$ cat src/rtl/riscv_pkg.sv
// Shared RV32I encoding constants: opcodes, decoder alu_op codes, funct3/funct7,
// instruction format enum, canonical NOP, and the encoder FSM state type.
// Imported by the encoder, its packer, and the matching decoder.
package riscv_pkg;

  localparam logic [6:0] OPC_R = 7'b0110011;
  localparam logic [6:0] OPC_I = 7'b0010011;
  localparam logic [6:0] OPC_B = 7'b1100011;

  // alu_op codes as produced by the decoder: 0-9 R-type, 10-18 I-type
  localparam logic [4:0] ALU_ADD   = 5'd0;
  localparam logic [4:0] ALU_SUB   = 5'd1;
  localparam logic [4:0] ALU_XOR   = 5'd2;
  localparam logic [4:0] ALU_OR    = 5'd3;
  localparam logic [4:0] ALU_AND   = 5'd4;
  localparam logic [4:0] ALU_SLL   = 5'd5;
  localparam logic [4:0] ALU_SRL   = 5'd6;
  localparam logic [4:0] ALU_SRA   = 5'd7;
  localparam logic [4:0] ALU_SLT   = 5'd8;
  localparam logic [4:0] ALU_SLTU  = 5'd9;
  localparam logic [4:0] ALU_ADDI  = 5'd10;
  localparam logic [4:0] ALU_XORI  = 5'd11;
  localparam logic [4:0] ALU_ORI   = 5'd12;
  localparam logic [4:0] ALU_ANDI  = 5'd13;
  localparam logic [4:0] ALU_SLLI  = 5'd14;
  localparam logic [4:0] ALU_SRLI  = 5'd15;
  localparam logic [4:0] ALU_SRAI  = 5'd16;
  localparam logic [4:0] ALU_SLTI  = 5'd17;
  localparam logic [4:0] ALU_SLTIU = 5'd18;

  localparam logic [2:0] F3_ADD  = 3'b000;
  localparam logic [2:0] F3_SLL  = 3'b001;
  localparam logic [2:0] F3_SLT  = 3'b010;
  localparam logic [2:0] F3_SLTU = 3'b011;
  localparam logic [2:0] F3_XOR  = 3'b100;
  localparam logic [2:0] F3_SR   = 3'b101;
  localparam logic [2:0] F3_OR   = 3'b110;
  localparam logic [2:0] F3_AND  = 3'b111;

  localparam logic [6:0] F7_BASE = 7'h00;
  localparam logic [6:0] F7_ALT  = 7'h20;

  typedef enum logic [1:0] {FMT_R = 2'd0, FMT_I = 2'd1, FMT_B = 2'd2, FMT_ILL = 2'd3} fmt_e;

  localparam logic [31:0] NOP = 32'h0000_0013;

  typedef enum logic [1:0] {ST_IDLE = 2'd0, ST_RUN = 2'd1, ST_FULL = 2'd2} state_e;

endpackage

$ cat src/rtl/instr_encoder_if.sv
// Field-set input channel (valid/ready) and instruction-memory write port.
// slave: the encoder side; master: the program source / memory model side.
// Latency and backpressure are defined by the encoder using this bundle.
interface instr_encoder_if #(parameter int REG_AW = 5);
  logic              in_valid;
  logic              in_ready;
  logic              in_last;
  logic [1:0]        in_fmt;
  logic [4:0]        in_alu_op;
  logic [2:0]        in_b_type;
  logic [REG_AW-1:0] in_rd;
  logic [REG_AW-1:0] in_rs1;
  logic [REG_AW-1:0] in_rs2;
  logic [31:0]       in_imm;
  logic              mem_we;
  logic [31:0]       mem_addr;
  logic [31:0]       mem_wdata;
  logic              mem_ready;

  modport slave (
    input  in_valid, in_last, in_fmt, in_alu_op, in_b_type, in_rd, in_rs1, in_rs2, in_imm,
    input  mem_ready,
    output in_ready, mem_we, mem_addr, mem_wdata
  );

  modport master (
    output in_valid, in_last, in_fmt, in_alu_op, in_b_type, in_rd, in_rs1, in_rs2, in_imm,
    output mem_ready,
    input  in_ready, mem_we, mem_addr, mem_wdata
  );
endinterface

$ cat src/rtl/instr_pack.sv
// Combinational fields-to-RV32I-word packer with illegal/range flags.
// Ports: fmt/alu_op/b_type/rd/rs1/rs2/imm in; word_o, illegal_o, range_o out.
// Zero latency, no handshake. Range checks only under ENCODER_RANGE_CHECK_EN.
module instr_pack
  import riscv_pkg::*;
#(
  parameter int REG_AW = 5
) (
  input  logic [1:0]        fmt_i,
  input  logic [4:0]        alu_op_i,
  input  logic [2:0]        b_type_i,
  input  logic [REG_AW-1:0] rd_i,
  input  logic [REG_AW-1:0] rs1_i,
  input  logic [REG_AW-1:0] rs2_i,
  input  logic [31:0]       imm_i,
  output logic [31:0]       word_o,
  output logic              illegal_o,
  output logic              range_o
);

  logic [4:0]  rd, rs1, rs2;
  logic [2:0]  f3;
  logic [6:0]  f7;
  logic [11:0] imm12;
  logic        bad;

  // Register fields are always 5 bits in the word
  if (REG_AW >= 5) begin : g_trunc
    assign rd  = rd_i[4:0];
    assign rs1 = rs1_i[4:0];
    assign rs2 = rs2_i[4:0];
  end else begin : g_ext
    assign rd  = {{(5-REG_AW){1'b0}}, rd_i};
    assign rs1 = {{(5-REG_AW){1'b0}}, rs1_i};
    assign rs2 = {{(5-REG_AW){1'b0}}, rs2_i};
  end

  always_comb begin
    word_o = NOP;
    bad    = 1'b0;
    f3     = F3_ADD;
    f7     = F7_BASE;
    imm12  = imm_i[11:0];
    case (fmt_i)
      FMT_R: begin
        case (alu_op_i)
          ALU_ADD:  f3 = F3_ADD;
          ALU_SUB:  begin f3 = F3_ADD; f7 = F7_ALT; end
          ALU_XOR:  f3 = F3_XOR;
          ALU_OR:   f3 = F3_OR;
          ALU_AND:  f3 = F3_AND;
          ALU_SLL:  f3 = F3_SLL;
          ALU_SRL:  f3 = F3_SR;
          ALU_SRA:  begin f3 = F3_SR; f7 = F7_ALT; end
          ALU_SLT:  f3 = F3_SLT;
          ALU_SLTU: f3 = F3_SLTU;
          default:  bad = 1'b1;
        endcase
        if (!bad) word_o = {f7, rs2, rs1, f3, rd, OPC_R};
      end
      FMT_I: begin
        case (alu_op_i)
          ALU_ADDI:  f3 = F3_ADD;
          ALU_XORI:  f3 = F3_XOR;
          ALU_ORI:   f3 = F3_OR;
          ALU_ANDI:  f3 = F3_AND;
          ALU_SLLI:  begin f3 = F3_SLL; imm12 = {F7_BASE, imm_i[4:0]}; end
          ALU_SRLI:  begin f3 = F3_SR;  imm12 = {F7_BASE, imm_i[4:0]}; end
          ALU_SRAI:  begin f3 = F3_SR;  imm12 = {F7_ALT, imm_i[4:0]}; end
          ALU_SLTI:  f3 = F3_SLT;
          ALU_SLTIU: f3 = F3_SLTU;
          default:   bad = 1'b1;
        endcase
        if (!bad) word_o = {imm12, rs1, f3, rd, OPC_I};
      end
      FMT_B: begin
        // imm[0] has no slot in the B layout
        word_o = {imm_i[12], imm_i[10:5], rs2, rs1, b_type_i, imm_i[4:1], imm_i[11], OPC_B};
      end
      default: bad = 1'b1;
    endcase
    illegal_o = bad;
  end

`ifdef ENCODER_RANGE_CHECK_EN
  logic is_shift;
  assign is_shift = (alu_op_i == ALU_SLLI) || (alu_op_i == ALU_SRLI) || (alu_op_i == ALU_SRAI);

  always_comb begin
    range_o = 1'b0;
    if (!bad) begin
      case (fmt_i)
        FMT_I: begin
          if (is_shift) range_o = (imm_i > 32'd31);
          else          range_o = ($signed(imm_i) < -32'sd2048) || ($signed(imm_i) > 32'sd2047);
        end
        FMT_B: range_o = imm_i[0] || ($signed(imm_i) < -32'sd4096) || ($signed(imm_i) > 32'sd4094);
        default: range_o = 1'b0;
      endcase
    end
  end
`else
  assign range_o = 1'b0;
`endif

  // Upper immediate bits only matter to the range check
  logic unused_imm;
  assign unused_imm = ^imm_i[31:13];

endmodule

$ cat src/rtl/instr_encoder.sv
// Program loader: packs decoded field sets into RV32I words, writes them sequentially.
// Ports: clk, rst (sync, active-high), start, bus (fields in / mem write out), full, done, err.
// 1-cycle accept-to-write latency; write held until mem_ready; 1 word/cycle when ready.
// Optional macro ENCODER_RANGE_CHECK_EN adds immediate range errors (see instr_pack).
module instr_encoder
  import riscv_pkg::*;
#(
  parameter int          REG_AW    = 5,
  parameter int          DEPTH     = 256,
  parameter logic [31:0] BASE_ADDR = 32'h0000_0000
) (
  input  logic             clk,
  input  logic             rst,
  input  logic             start,
  instr_encoder_if.slave   bus,
  output logic             full,
  output logic             done,
  output logic             err
);

  localparam int            SW        = (DEPTH > 1) ? $clog2(DEPTH) : 1;
  localparam logic [SW-1:0] LAST_SLOT = SW'(DEPTH - 1);

  state_e        state_q, state_d;
  logic [SW-1:0] slot_q, slot_d;
  logic          we_q, we_d;
  logic          last_q, last_d;
  logic [31:0]   wdata_q, wdata_d;
  logic          full_q, full_d;
  logic          done_q, done_d;
  logic          err_q, err_d;

  logic [31:0] pk_word;
  logic        pk_illegal, pk_range;
  logic        wr_done, accept, in_ready;

  instr_pack #(.REG_AW(REG_AW)) u_pack (
    .fmt_i     (bus.in_fmt),
    .alu_op_i  (bus.in_alu_op),
    .b_type_i  (bus.in_b_type),
    .rd_i      (bus.in_rd),
    .rs1_i     (bus.in_rs1),
    .rs2_i     (bus.in_rs2),
    .imm_i     (bus.in_imm),
    .word_o    (pk_word),
    .illegal_o (pk_illegal),
    .range_o   (pk_range)
  );

  assign wr_done = we_q && bus.mem_ready;

  // Beyond the basic slot-free rule, refuse a new field set while the pending
  // word fills the last slot (no wrap) or ends the program (nothing may follow it).
  assign in_ready = !rst && (state_q == ST_RUN) && !start &&
                    (!we_q || (bus.mem_ready && (slot_q != LAST_SLOT) && !last_q));
  assign accept   = bus.in_valid && in_ready;

  always_comb begin
    state_d = state_q;
    slot_d  = slot_q;
    we_d    = we_q;
    last_d  = last_q;
    wdata_d = wdata_q;
    full_d  = full_q;
    err_d   = err_q;
    done_d  = 1'b0;
    if (start) begin
      // Restart drops any pending write
      state_d = ST_RUN;
      slot_d  = '0;
      we_d    = 1'b0;
      last_d  = 1'b0;
      full_d  = 1'b0;
      err_d   = 1'b0;
    end else begin
      if (wr_done) begin
        we_d = 1'b0;
        if (last_q) done_d = 1'b1;
        if (slot_q == LAST_SLOT) begin
          full_d  = 1'b1;
          state_d = ST_FULL;
        end else begin
          slot_d = slot_q + SW'(1);
          if (last_q) state_d = ST_IDLE;
        end
      end
      if (accept) begin
        we_d    = 1'b1;
        wdata_d = pk_word;
        last_d  = bus.in_last;
        err_d   = err_q | pk_illegal | pk_range;
      end
    end
  end

  always_ff @(posedge clk) begin
    if (rst) begin
      state_q <= ST_IDLE;
      slot_q  <= '0;
      we_q    <= 1'b0;
      last_q  <= 1'b0;
      wdata_q <= 32'h0;
      full_q  <= 1'b0;
      done_q  <= 1'b0;
      err_q   <= 1'b0;
    end else begin
      state_q <= state_d;
      slot_q  <= slot_d;
      we_q    <= we_d;
      last_q  <= last_d;
      wdata_q <= wdata_d;
      full_q  <= full_d;
      done_q  <= done_d;
      err_q   <= err_d;
    end
  end

  assign bus.in_ready  = in_ready;
  assign bus.mem_we    = we_q;
  assign bus.mem_wdata = wdata_q;
  assign bus.mem_addr  = BASE_ADDR + {{(30-SW){1'b0}}, slot_q, 2'b00};
  assign full          = full_q;
  assign done          = done_q;
  assign err           = err_q;

endmodule

$ cat src/flat_wrapper.sv
// flat-port wrapper written by rule: the top's interface ports become plain ports
module instr_encoder_flat import riscv_pkg::*;
#(
  parameter int          REG_AW    = 5,
  parameter int          DEPTH     = 256,
  parameter logic [31:0] BASE_ADDR = 32'h0000_0000
)
  (clk, rst, start, full, done, err, bus_in_valid, bus_in_last, bus_in_fmt, bus_in_alu_op, bus_in_b_type, bus_in_rd, bus_in_rs1, bus_in_rs2, bus_in_imm, bus_mem_ready, bus_in_ready, bus_mem_we, bus_mem_addr, bus_mem_wdata);
  instr_encoder_if #(.REG_AW(REG_AW)) bus_i ();
  input  logic clk;
  input  logic rst;
  input  logic start;
  output logic full;
  output logic done;
  output logic err;
  input wire logic [$bits(bus_i.in_valid)-1:0] bus_in_valid;
  input wire logic [$bits(bus_i.in_last)-1:0] bus_in_last;
  input wire logic [$bits(bus_i.in_fmt)-1:0] bus_in_fmt;
  input wire logic [$bits(bus_i.in_alu_op)-1:0] bus_in_alu_op;
  input wire logic [$bits(bus_i.in_b_type)-1:0] bus_in_b_type;
  input wire logic [$bits(bus_i.in_rd)-1:0] bus_in_rd;
  input wire logic [$bits(bus_i.in_rs1)-1:0] bus_in_rs1;
  input wire logic [$bits(bus_i.in_rs2)-1:0] bus_in_rs2;
  input wire logic [$bits(bus_i.in_imm)-1:0] bus_in_imm;
  input wire logic [$bits(bus_i.mem_ready)-1:0] bus_mem_ready;
  output wire logic [$bits(bus_i.in_ready)-1:0] bus_in_ready;
  output wire logic [$bits(bus_i.mem_we)-1:0] bus_mem_we;
  output wire logic [$bits(bus_i.mem_addr)-1:0] bus_mem_addr;
  output wire logic [$bits(bus_i.mem_wdata)-1:0] bus_mem_wdata;
  assign bus_i.in_valid = bus_in_valid;
  assign bus_i.in_last = bus_in_last;
  assign bus_i.in_fmt = bus_in_fmt;
  assign bus_i.in_alu_op = bus_in_alu_op;
  assign bus_i.in_b_type = bus_in_b_type;
  assign bus_i.in_rd = bus_in_rd;
  assign bus_i.in_rs1 = bus_in_rs1;
  assign bus_i.in_rs2 = bus_in_rs2;
  assign bus_i.in_imm = bus_in_imm;
  assign bus_i.mem_ready = bus_mem_ready;
  assign bus_in_ready = bus_i.in_ready;
  assign bus_mem_we = bus_i.mem_we;
  assign bus_mem_addr = bus_i.mem_addr;
  assign bus_mem_wdata = bus_i.mem_wdata;
  instr_encoder #(.REG_AW(REG_AW), .DEPTH(DEPTH), .BASE_ADDR(BASE_ADDR)) u_core (.clk(clk), .rst(rst), .start(start), .bus(bus_i), .full(full), .done(done), .err(err));
endmodule
$ cat config.mk
export PLATFORM = sky130hd
export DESIGN_NAME = instr_encoder_flat
export DESIGN_NICKNAME = d
export VERILOG_FILES = /design/src/rtl/riscv_pkg.sv /design/src/rtl/instr_encoder_if.sv /design/src/rtl/instr_pack.sv /design/src/rtl/instr_encoder.sv /design/src/flat_wrapper.sv
export SDC_FILE = /design/constraint.sdc
export NUM_CORES = 1
export LEC_CHECK = 0
export CORE_ASPECT_RATIO = 0.9
export CORE_MARGIN = 2
export CORE_UTILIZATION = 35
export CTS_CLUSTER_SIZE = 8
export DETAILED_ROUTE_END_ITERATION = 10
export GPL_ROUTABILITY_DRIVEN = 1
export PLACE_DENSITY = 0.78
export SETUP_SLACK_MARGIN = 0.15
export SLEW_MARGIN = 20
export SYNTH_ARGS = -nofsm -noshare
export SYNTH_HDL_FRONTEND = slang
export SYNTH_SLANG_ARGS = --single-unit
$ cat constraint.sdc
create_clock -name clk -period 1.7 [get_ports clk]
set_input_delay 0.255 -clock clk [delete_from_list [all_inputs] [get_ports clk]]
set_output_delay 0.255 -clock clk [all_outputs]
set_load 0.005 [all_outputs]
==> flow_metrics.env, run 1 <==
export IMPL_status="complete, no violations"
export IMPL_setup_tns_ps=0
export IMPL_synth_seq_cells=44
export IMPL_clk_insertion_delay_late_ps=280
export IMPL_cts_tree="done"
export IMPL_grt_max_degree=31
export IMPL_cts_htree_levels=2
export IMPL_dpl_hpwl_um=4760
export IMPL_yosysTopAreaCellShare_pct=38.0
export IMPL_slowest_delay_ps=330
export IMPL_drt_wl_total_um=6480
export IMPL_drtIter0Drc=62
export IMPL_path_buf_inv=2
export IMPL_synth_area_per_cell_um2=8.18
export IMPL_clockRootBuffer="clkbuf_8"
export IMPL_nNetsFinal=467
export IMPL_synth_cell_type_count=44
export IMPL_worstPathMaxFanout=14
export IMPL_filler_cell_count=567
export IMPL_die_area_um2=7280
export IMPL_cts_buffers=5
export IMPL_overflow=0
export IMPL_cp_top_family="simple AND/OR/NAND/NOR gates"
export IMPL_ant_nets=0
export IMPL_synthCells=283
export IMPL_vias=2351
export IMPL_clk_pin_slew_ps=70
export IMPL_via_per_inst=4.78
export IMPL_hold_class="in -> reg"
export IMPL_synth_seq_area_share_pct=38.0
export IMPL_ys_async_sr_fraction_pct=0
export IMPL_areaGrowthSynthToFinish_pct=60.9
export IMPL_fmaxAchievable_ghz=0.619
export IMPL_crit_slowest_cell="dfxtp_2"
export IMPL_drc_errors=0
export IMPL_start_util_pct=35.7
export IMPL_fin_skew_ps=3.08
export IMPL_min_period_ps=1620
export IMPL_rsz0062_at_grt="true"
export IMPL_critPathRequiredTime_ps=1860
export IMPL_synthTopCellsByCount="dfxtp_1, buf_4, nand2_1"
export IMPL_period_share_pct=95.1
export IMPL_finalSetupViolCount=0
export IMPL_synth_most_common_cell="dfxtp_1"
export IMPL_gp_congestion=0.881
export IMPL_grt_pass1_wl_um=9810
export IMPL_n_antenna_cell=0
export IMPL_crit_path_cell_trace="nand2b_4, a2111oi_4, buf_4, and3_4, buf_8, nand2_1, nor3b_1"
export IMPL_routedWlPerCell_um=13.2
export IMPL_antenna_found_initial=0
export IMPL_die_x_um=89.7
export IMPL_dr_pass1_iters=4
export IMPL_critPathLaunchType="flip-flop"
export IMPL_cts_max_path_buffers=2
export IMPL_yosysWarnings=0
export IMPL_arrival_ps=1780
export IMPL_port_buffers=86
export IMPL_placedInstanceArea_um2=3450
export IMPL_final_cell_area_um2=3730
export IMPL_fin_hold_ws_ps=337
export IMPL_io_pins=132
export IMPL_hold_buffers=0
export IMPL_path_class="reg -> reg"
export IMPL_gr_usage_all_layers_pct=16.5
export IMPL_syn_cell_area_um2=2320
export IMPL_die_h_um=81.2
export IMPL_drive_gt1_share_pct=21.4
export IMPL_yosysTopAreaCell="dfxtp_1"
export IMPL_max_cap_violations=0
export IMPL_ys_top_cells_by_area="dfxtp_1, buf_4, a21oi_1, nand2_1, nand3b_1"
export IMPL_rows=28
export IMPL_grt_pass1_vias=2133
export IMPL_core_area_um2=6480
export IMPL_p_leak_nw=1.48
export IMPL_final_cells=492
export IMPL_finalHoldViolCount=0
export IMPL_peakVddDrop_mv=0.432
export IMPL_cts_sinks=44
export IMPL_ys_flop_type="dfxtp_1"
export IMPL_synth_edff_count=0
export IMPL_slew_viol_final=0
export IMPL_end_kind="flip-flop"
export IMPL_dp_cells=483
export IMPL_power_density_nw_per_um2=577
-- per-layer routing --
metal / global-route usage (%) / routed length [um] / vias up
met2: 28.3 / 3080 / 88
met3: 4.92 / 422 / 6
li1: - / - / 1184
met5: 0 / 0 / -
met1: 20.8 / 2910 / 1073
met4: 4.00 / 76 / 0
-- repair_timing --
action | in CTS | in global routing
resized for setup | 30 | 31
endpoints found under the setup margin | 35 | 38
gates cloned | 0 | 1
pin swaps | 6 | 6
setup buffers | 2 | 0
-- sequential cells by signal, summed over array words and instances (netlist names) --
name                  count
u_core.bus.mem_wdata     29
u_core.bus.mem_we         1
u_core.done               1
u_core.err                1
u_core.full               1
u_core.last_q             1
u_core.slot_q             8
u_core.state_q            2
-- worst reg2reg max path, cell delays in order, from the launching register on --
cell and delay, ps:
dfxtp_2 330, nand2b_4 140, a2111oi_4 310, buf_4 180, and3_4 210, buf_8 140
nand2_1 70, nor3b_1 130
-- power breakdown --
part / total, mW / switching [mW] / internal (mW)
Clock: 0.731 / 0.309 / 0.421
Sequential: 1.05 / 0.00718 / 1.04
Combinational: 0.371 / 0.166 / 0.205
Total: 2.15 / 0.483 / 1.67
-- placed cells by master, fill, tap and decap left out, types with 7 or more instances in the layout --
cell type	n
dfxtp_1	38
buf_4	41
o211ai_1	7
nand3_1	10
conb_1	26
clkdlybuf4s50_1	74
dlymetal6s2s_1	7
a22oi_1	11
nor2_1	21
nand2_1	28
nand3b_1	12
o21ai_1	7
a21oi_1	24
o21ai_0	7
-- through the flow --
| stage | setup slack [ps] | util [%] | power [mW] |
|---|---|---|---|
| after floorplan | 153 | - | 1.26 |
| after global placement | -414 | 53.3 | 1.42 |
| after detailed placement | -422 | 53.3 | 1.42 |
| after CTS | 56.1 | 56.0 | 2.16 |
| after global routing | 4.57 | 57.5 | 2.24 |
| final | 83.8 | 57.5 | 2.15 |
-- logic make-up after synthesis --
family,count (synthesis),synth area share [%]
AO/OA/AOI/OAI,76,21.8
XOR/XNOR,8,3.03
adder cells (fa/ha/maj),1,0.540
buffers and inverters,48,12.6
flip-flops,44,38.0
multiplexers,2,0.918
other,1,0.162
AND/OR/NAND/NOR,103,22.9
-- layout make-up --
class	count	area [um2]	share of cell area, %
Timing Repair Buffer	134	1270	34.0
Tap cell	90	113	3.02
Inverter	2	7.51	0.201
Sequential cell	44	891	23.9
Multi-Input combinational cell	216	1350	36.2
Clock inverter	1	30.0	0.806
Clock buffer	5	68.8	1.85
-- worst paths after layout --
path                                    to                      from  slack (ps)  cells after the start
hold / removal           u_core.state_q[0]                     start         340                      3
hold reg to reg   u_core.bus.mem_wdata[13]  u_core.bus.mem_wdata[13]         450                      2
setup reg to reg   u_core.bus.mem_wdata[4]             u_core.last_q          80                      7
setup / recovery   u_core.bus.mem_wdata[4]             u_core.last_q          80                      7
Note: power is estimated with default switching activity, not from simulation.
==> run 2, diff against run 1 <==
Settings changed: CORE_ASPECT_RATIO 0.9 to unset, SETUP_SLACK_MARGIN 0.15 to unset.
==> run 2 against run 1 <==
Register-to-register slack got worse by 40 ps. Cell area decreased by 1.2%. Sequential cell count unchanged. Maximum frequency decreased by 2.5%. Routed wire length decreased by 0.89%. Combinational power about the same. Count of clock-buffer cells in the layout increased by 2. Sequential power about the same. Worst hold slack improved by 110 ps. Largest cell class unchanged. Largest power group unchanged. Highest routed layer unchanged.
==> flow_metrics.env, run 2 (synthesized netlist as in run 1, its figures left out) <==
export IMPL_n_antenna_cell=0
export IMPL_io_pins=132
export IMPL_ant_nets=0
export IMPL_end_kind="flip-flop"
export IMPL_rows=29
export IMPL_clk_pin_slew_ps=80
export IMPL_dr_pass1_iters=4
export IMPL_crit_path_cell_trace="nand2b_4, a2111oi_4, buf_4, and3_4, clkbuf_16, o211ai_1, a21oi_1"
export IMPL_status="complete, no violations"
export IMPL_startpoint="u_core.last_q"
export IMPL_clk_insertion_delay_late_ps=290
export IMPL_finalSetupViolCount=0
export IMPL_top_layer_used="met4"
export IMPL_fin_ws_ps=42.6
export IMPL_wl_met1_um=2740
export IMPL_die_h_um=85.3
export IMPL_grt_pass1_wl_um=10300
export IMPL_cts_tree="done"
export IMPL_combPwrFrac_pct=17.6
export IMPL_period_share_pct=97.5
export IMPL_slew_viol_final=0
export IMPL_die_x_um=85.3
export IMPL_swShare_pct=24.6
export IMPL_min_period_ps=1660
export IMPL_hp_start="start"
export IMPL_cts_sinks=44
export IMPL_rsz0062_at_grt="true"
export IMPL_largest_reg_flops=29
export IMPL_grt_max_degree=40
export IMPL_clockRootBuffer="clkbuf_8"
export IMPL_fin_total_pwr_mw=2.09
export IMPL_arrival_ps=1870
export IMPL_routedWlPerCell_um=13.4
export IMPL_multiInputGateArea_um2=1330
export IMPL_dpl_hpwl_um=4790
export IMPL_final_cell_mix="clkdlybuf4s50_1, dfxtp_1, buf_4"
export IMPL_areaGrowthSynthToFinish_pct=58.9
export IMPL_timing_rr_start="u_core.last_q"
export IMPL_p_clk_share_pct=32.3
export IMPL_fin_util_pct=57.6
export IMPL_pre_cts_ws_ps=-574
export IMPL_fin_hold_ws_ps=451
export IMPL_slowest_delay_ps=330
export IMPL_power_switching_uw=514
export IMPL_drc_errors=0
export IMPL_drive_gt1_share_pct=20.1
export IMPL_gp_congestion=0.824
export IMPL_fin_skew_ps=6.63
export IMPL_critPathLaunchType="flip-flop"
export IMPL_dr_wl_met3_um=347
export IMPL_fmaxAchievable_ghz=0.603
export IMPL_dr_wl_met2_um=3270
export IMPL_peakVddDrop_mv=0.404
export IMPL_gr_usage_all_layers_pct=17.3
export IMPL_port_buffers=86
export IMPL_start_util_pct=36.3
export IMPL_p_leak_nw=1.39
export IMPL_cp_top_family="compound AO/OA/AOI/OAI gates"
export IMPL_drtIter0Drc=68
export IMPL_cts_max_path_buffers=2
export IMPL_worstPathMaxFanout=5
export IMPL_seq_area_um2=886
export IMPL_nNetsFinal=465
export IMPL_power_density_nw_per_um2=568
export IMPL_cts_buffers=5
export IMPL_max_cap_violations=0
export IMPL_path_class="reg -> reg"
export IMPL_critPathRequiredTime_ps=1920
export IMPL_finalHoldViolCount=0
export IMPL_hold_class="in -> reg"
export IMPL_cts_htree_levels=2
export IMPL_grt_pass1_vias=2244
export IMPL_final_common_cell="clkdlybuf4s50_1"
export IMPL_crit_slowest_cell="dfxtp_2"
export IMPL_vias=2357
export IMPL_p_int_mw=1.58
export IMPL_antenna_found_initial=0
export IMPL_via_per_inst=4.92
export IMPL_path_buf_inv=2
export IMPL_overflow=0
export IMPL_drt_wl_total_um=6420
export IMPL_die_area_um2=7280
export IMPL_core_area_um2=6390
export IMPL_filler_cell_count=555
export IMPL_p_seq_share_pct=50.1
run 2: changes by cell type in the layout (fill, tap and decap cells not counted), moves of 2 or more:
cell,previous run,this run
buf_12,0,2
buf_4,41,39
buf_6,5,3
buf_8,2,0
clkbuf_16,0,2
clkdlybuf4s15_1,3,0
clkdlybuf4s50_1,74,81
dfxtp_1,38,40
dlygate4sd2_1,1,3
dlymetal6s2s_1,7,1
run 2: worst paths after layout:
path | slack (ps) | end | cells after the start
worst max register to register | 40 | u_core.bus.mem_wdata[29] | 7
worst min-delay path | 450 | u_core.state_q[0] | 4
worst min register to register | 450 | u_core.bus.mem_wdata[12] | 2
worst max-delay path | 40 | u_core.bus.mem_wdata[29] | 7
run 2: per-layer routing:
| metal | GRT usage [%] | up-vias |
|---|---|---|
| li1 | - | 1183 |
| met1 | 21.1 | 1095 |
| met2 | 30.3 | 73 |
| met3 | 3.70 | 6 |
| met4 | 5.19 | 0 |
| met5 | 0 | - |
run 2: cell type report:
type / count / share of cell area [%]
Clock buffer: 7 / 2.35
Clock inverter: 1 / 0.204
Inverter: 2 / 0.204
Multi-Input combinational cell: 216 / 36.0
Sequential cell: 44 / 24.1
Tap cell: 77 / 2.62
Timing Repair Buffer: 132 / 34.5
run 2: worst reg2reg max path, delay by kind of cell (launching register included):
family                 cells  cell delay [ps]
buffers and inverters      2              340
flip-flops                 1              330
AND/OR/NAND/NOR            2              410
AO/OA/AOI/OAI              3              510
run 2: timing repair:
| action | in CTS | in global routing |
|---|---|---|
| pin swaps | 3 | 7 |
| gates resized for setup | 16 | 23 |
| hold buffers | 0 | 0 |
| setup buffers | 1 | 2 |
| setup endpoints to repair | 23 | 23 |
| gates cloned | 0 | 3 |
run 2: power groups by stage:
stage | Combinational (mW) | Sequential [mW] | Clock [mW]
CTS | 0.349 | 1.05 | 0.702
global route | 0.403 | 1.05 | 0.743
finish | 0.368 | 1.05 | 0.674
global placement | 0.342 | 1.07 | 0
detailed placement | 0.346 | 1.07 | 0
floorplan | 0.185 | 1.07 | 0
run 2: stage by stage:
step / TNS [ps] / instance area, um2 / std cells
after global routing: -368 / 3680 / 479
final: 0 / 3680 / 479
after floorplan: 0 / 2410 / 308
after global placement: -11080 / 3410 / 465
after detailed placement: -12230 / 3410 / 465
after CTS: 0 / 3530 / 474
==> run 3, diff against run 2 <==
Settings changed: SKIP_LAST_GASP set to 1.
==> run 3 against run 2 <==
Cell count did not move. Routed wire length hardly changed. Critical path depth did not move. Cell area is 0.44% lower. Utilization is 0.25 points lower. Worst hold slack about the same. Clock power about the same. Global-route usage is the same.
==> flow_metrics.env, run 3 (synthesized netlist as in run 1, its figures left out) <==
export IMPL_clk_pin_slew_ps=80
export IMPL_nNetsFinal=465
export IMPL_finalHoldViolCount=0
export IMPL_io_pins=132
export IMPL_final_cell_mix="clkdlybuf4s50_1, buf_4, dfxtp_1"
export IMPL_rsz0062_at_grt="true"
export IMPL_end_kind="flip-flop"
export IMPL_placedInstanceArea_um2=3410
export IMPL_cts_max_path_buffers=2
export IMPL_start_util_pct=36.3
export IMPL_ant_nets=0
export IMPL_fin_total_pwr_mw=2.09
export IMPL_clk_insertion_delay_late_ps=290
export IMPL_endpoint="u_core.bus.mem_wdata[29]"
export IMPL_routedWlPerCell_um=13.4
export IMPL_period_share_pct=97.2
export IMPL_finalSetupViolCount=0
export IMPL_grtUsageMet1_pct=21.1
export IMPL_min_period_ps=1650
export IMPL_die_area_um2=7280
export IMPL_timing_rr_start="u_core.last_q"
export IMPL_final_common_cell="clkdlybuf4s50_1"
export IMPL_drtIter0Drc=66
export IMPL_dp_cells=465
export IMPL_r2r_slack_ps=50
export IMPL_path_class="reg -> reg"
export IMPL_final_cells=479
export IMPL_n_antenna_cell=0
export IMPL_cts_sinks=44
export IMPL_antenna_found_initial=0
export IMPL_gr_usage_all_layers_pct=17.3
export IMPL_hp_start="start"
export IMPL_gp_congestion=0.824
export IMPL_use_met2_pct=30.3
export IMPL_fin_util_pct=57.4
export IMPL_power_density_nw_per_um2=569
export IMPL_use_met3_pct=3.70
export IMPL_hold_class="in -> reg"
export IMPL_grt_max_degree=40
export IMPL_final_cell_area_um2=3660
export IMPL_fin_hold_ws_ps=450
export IMPL_top_usage_layer="met2"
export IMPL_arrival_ps=1870
export IMPL_fin_skew_ps=6.91
export IMPL_largest_reg_flops=29
export IMPL_status="complete, no violations"
export IMPL_drc_errors=0
export IMPL_worstPathMaxFanout=5
export IMPL_rows=29
export IMPL_cts_tree="done"
export IMPL_p_leak_nw=1.38
export IMPL_critPathRequiredTime_ps=1920
export IMPL_grt_pass1_vias=2244
export IMPL_core_area_um2=6390
export IMPL_areaGrowthSynthToFinish_pct=58.2
export IMPL_drive_gt1_share_pct=19.7
export IMPL_drt_wl_total_um=6430
export IMPL_port_buffers=86
export IMPL_r2r_cells=7
export IMPL_grt_pass1_wl_um=10300
export IMPL_die_x_um=85.3
export IMPL_dr_pass1_iters=4
export IMPL_cts_buffers=5
export IMPL_die_h_um=85.3
export IMPL_startpoint="u_core.last_q"
export IMPL_r2r_end="u_core.bus.mem_wdata[29]"
export IMPL_overflow=0
export IMPL_slew_viol_final=0
export IMPL_vias=2360
export IMPL_max_cap_violations=0
export IMPL_clockRootBuffer="clkbuf_8"
export IMPL_dpl_hpwl_um=4790
export IMPL_cts_htree_levels=2
export IMPL_critPathLaunchType="flip-flop"
export IMPL_fmaxAchievable_ghz=0.605
export IMPL_via_per_inst=4.93
export IMPL_peakVddDrop_mv=0.404
-- run 3: cell count changes in the layout (fill, tap and decap cells not counted) --
cell | previous run | this run
buf_6 | 3 | 2
buf_4 | 39 | 40
clkdlybuf4s50_1 | 81 | 82
nand3_1 | 10 | 12
nand3_2 | 3 | 1
dlymetal6s2s_1 | 1 | 0
-- run 3: metrics by stage --
stage	setup TNS [ps]	setup slack, ps
4_1_cts	0	13.1
5_1_grt	-296	-53.0
6_report	0	47.1
3_3_place_gp	-11080	-545
2_1_floorplan	0	20.9
3_5_place_dp	-12230	-574
-- run 3: cell type report --
| cell class | count | area, um2 |
|---|---|---|
| Clock inverter | 1 | 7.51 |
| Fill cell | 557 | 2720 |
| Tap cell | 77 | 96.3 |
| Sequential cell | 44 | 886 |
| Clock buffer | 7 | 86.3 |
| Inverter | 2 | 7.51 |
| Multi-Input combinational cell | 216 | 1320 |
| Timing Repair Buffer | 132 | 1260 |
-- run 3: routing by layer --
layer  up-vias  part of all wire [%]
met5         -                     0
met4         0                   1.1
met3         6                   5.5
met2        75                    50
met1      1096                    43
li1       1183                     -
-- run 3: worst min path at each step --
stage	end	slack, ps	cells past startpoint
detailed placement	u_core.bus.mem_wdata[5]	450	2
global placement	u_core.bus.mem_wdata[26]	440	2
global route	u_core.bus.mem_wdata[5]	480	2
finish	u_core.state_q[0]	450	4
floorplan	u_core.state_q[0]	370	2
CTS	u_core.state_q[0]	410	4
-- run 3: report_power, final --
part           leakage, nW  internal (mW)  switching (mW)
clock network       0.0445          0.330           0.341
logic                0.977          0.204           0.162
registers            0.357           1.04         0.00649
-- run 3: repair_timing --
action | CTS | global route
setup endpoints to repair | 23 | 23
resized for setup | 16 | 19
pin swaps | 3 | 7
buffers inserted | 1 | 2
gates cloned | 0 | 3
hold endpoints to repair | 0 | 0
hold buffers | 0 | 0
-- run 3: critical path, stage by stage (launching register included) --
cell and delay, ps:
dfxtp_2 330, nand2b_4 140, a2111oi_4 290, buf_4 170, and3_4 270, clkbuf_16 160
o211ai_1 70, a21oi_1 140
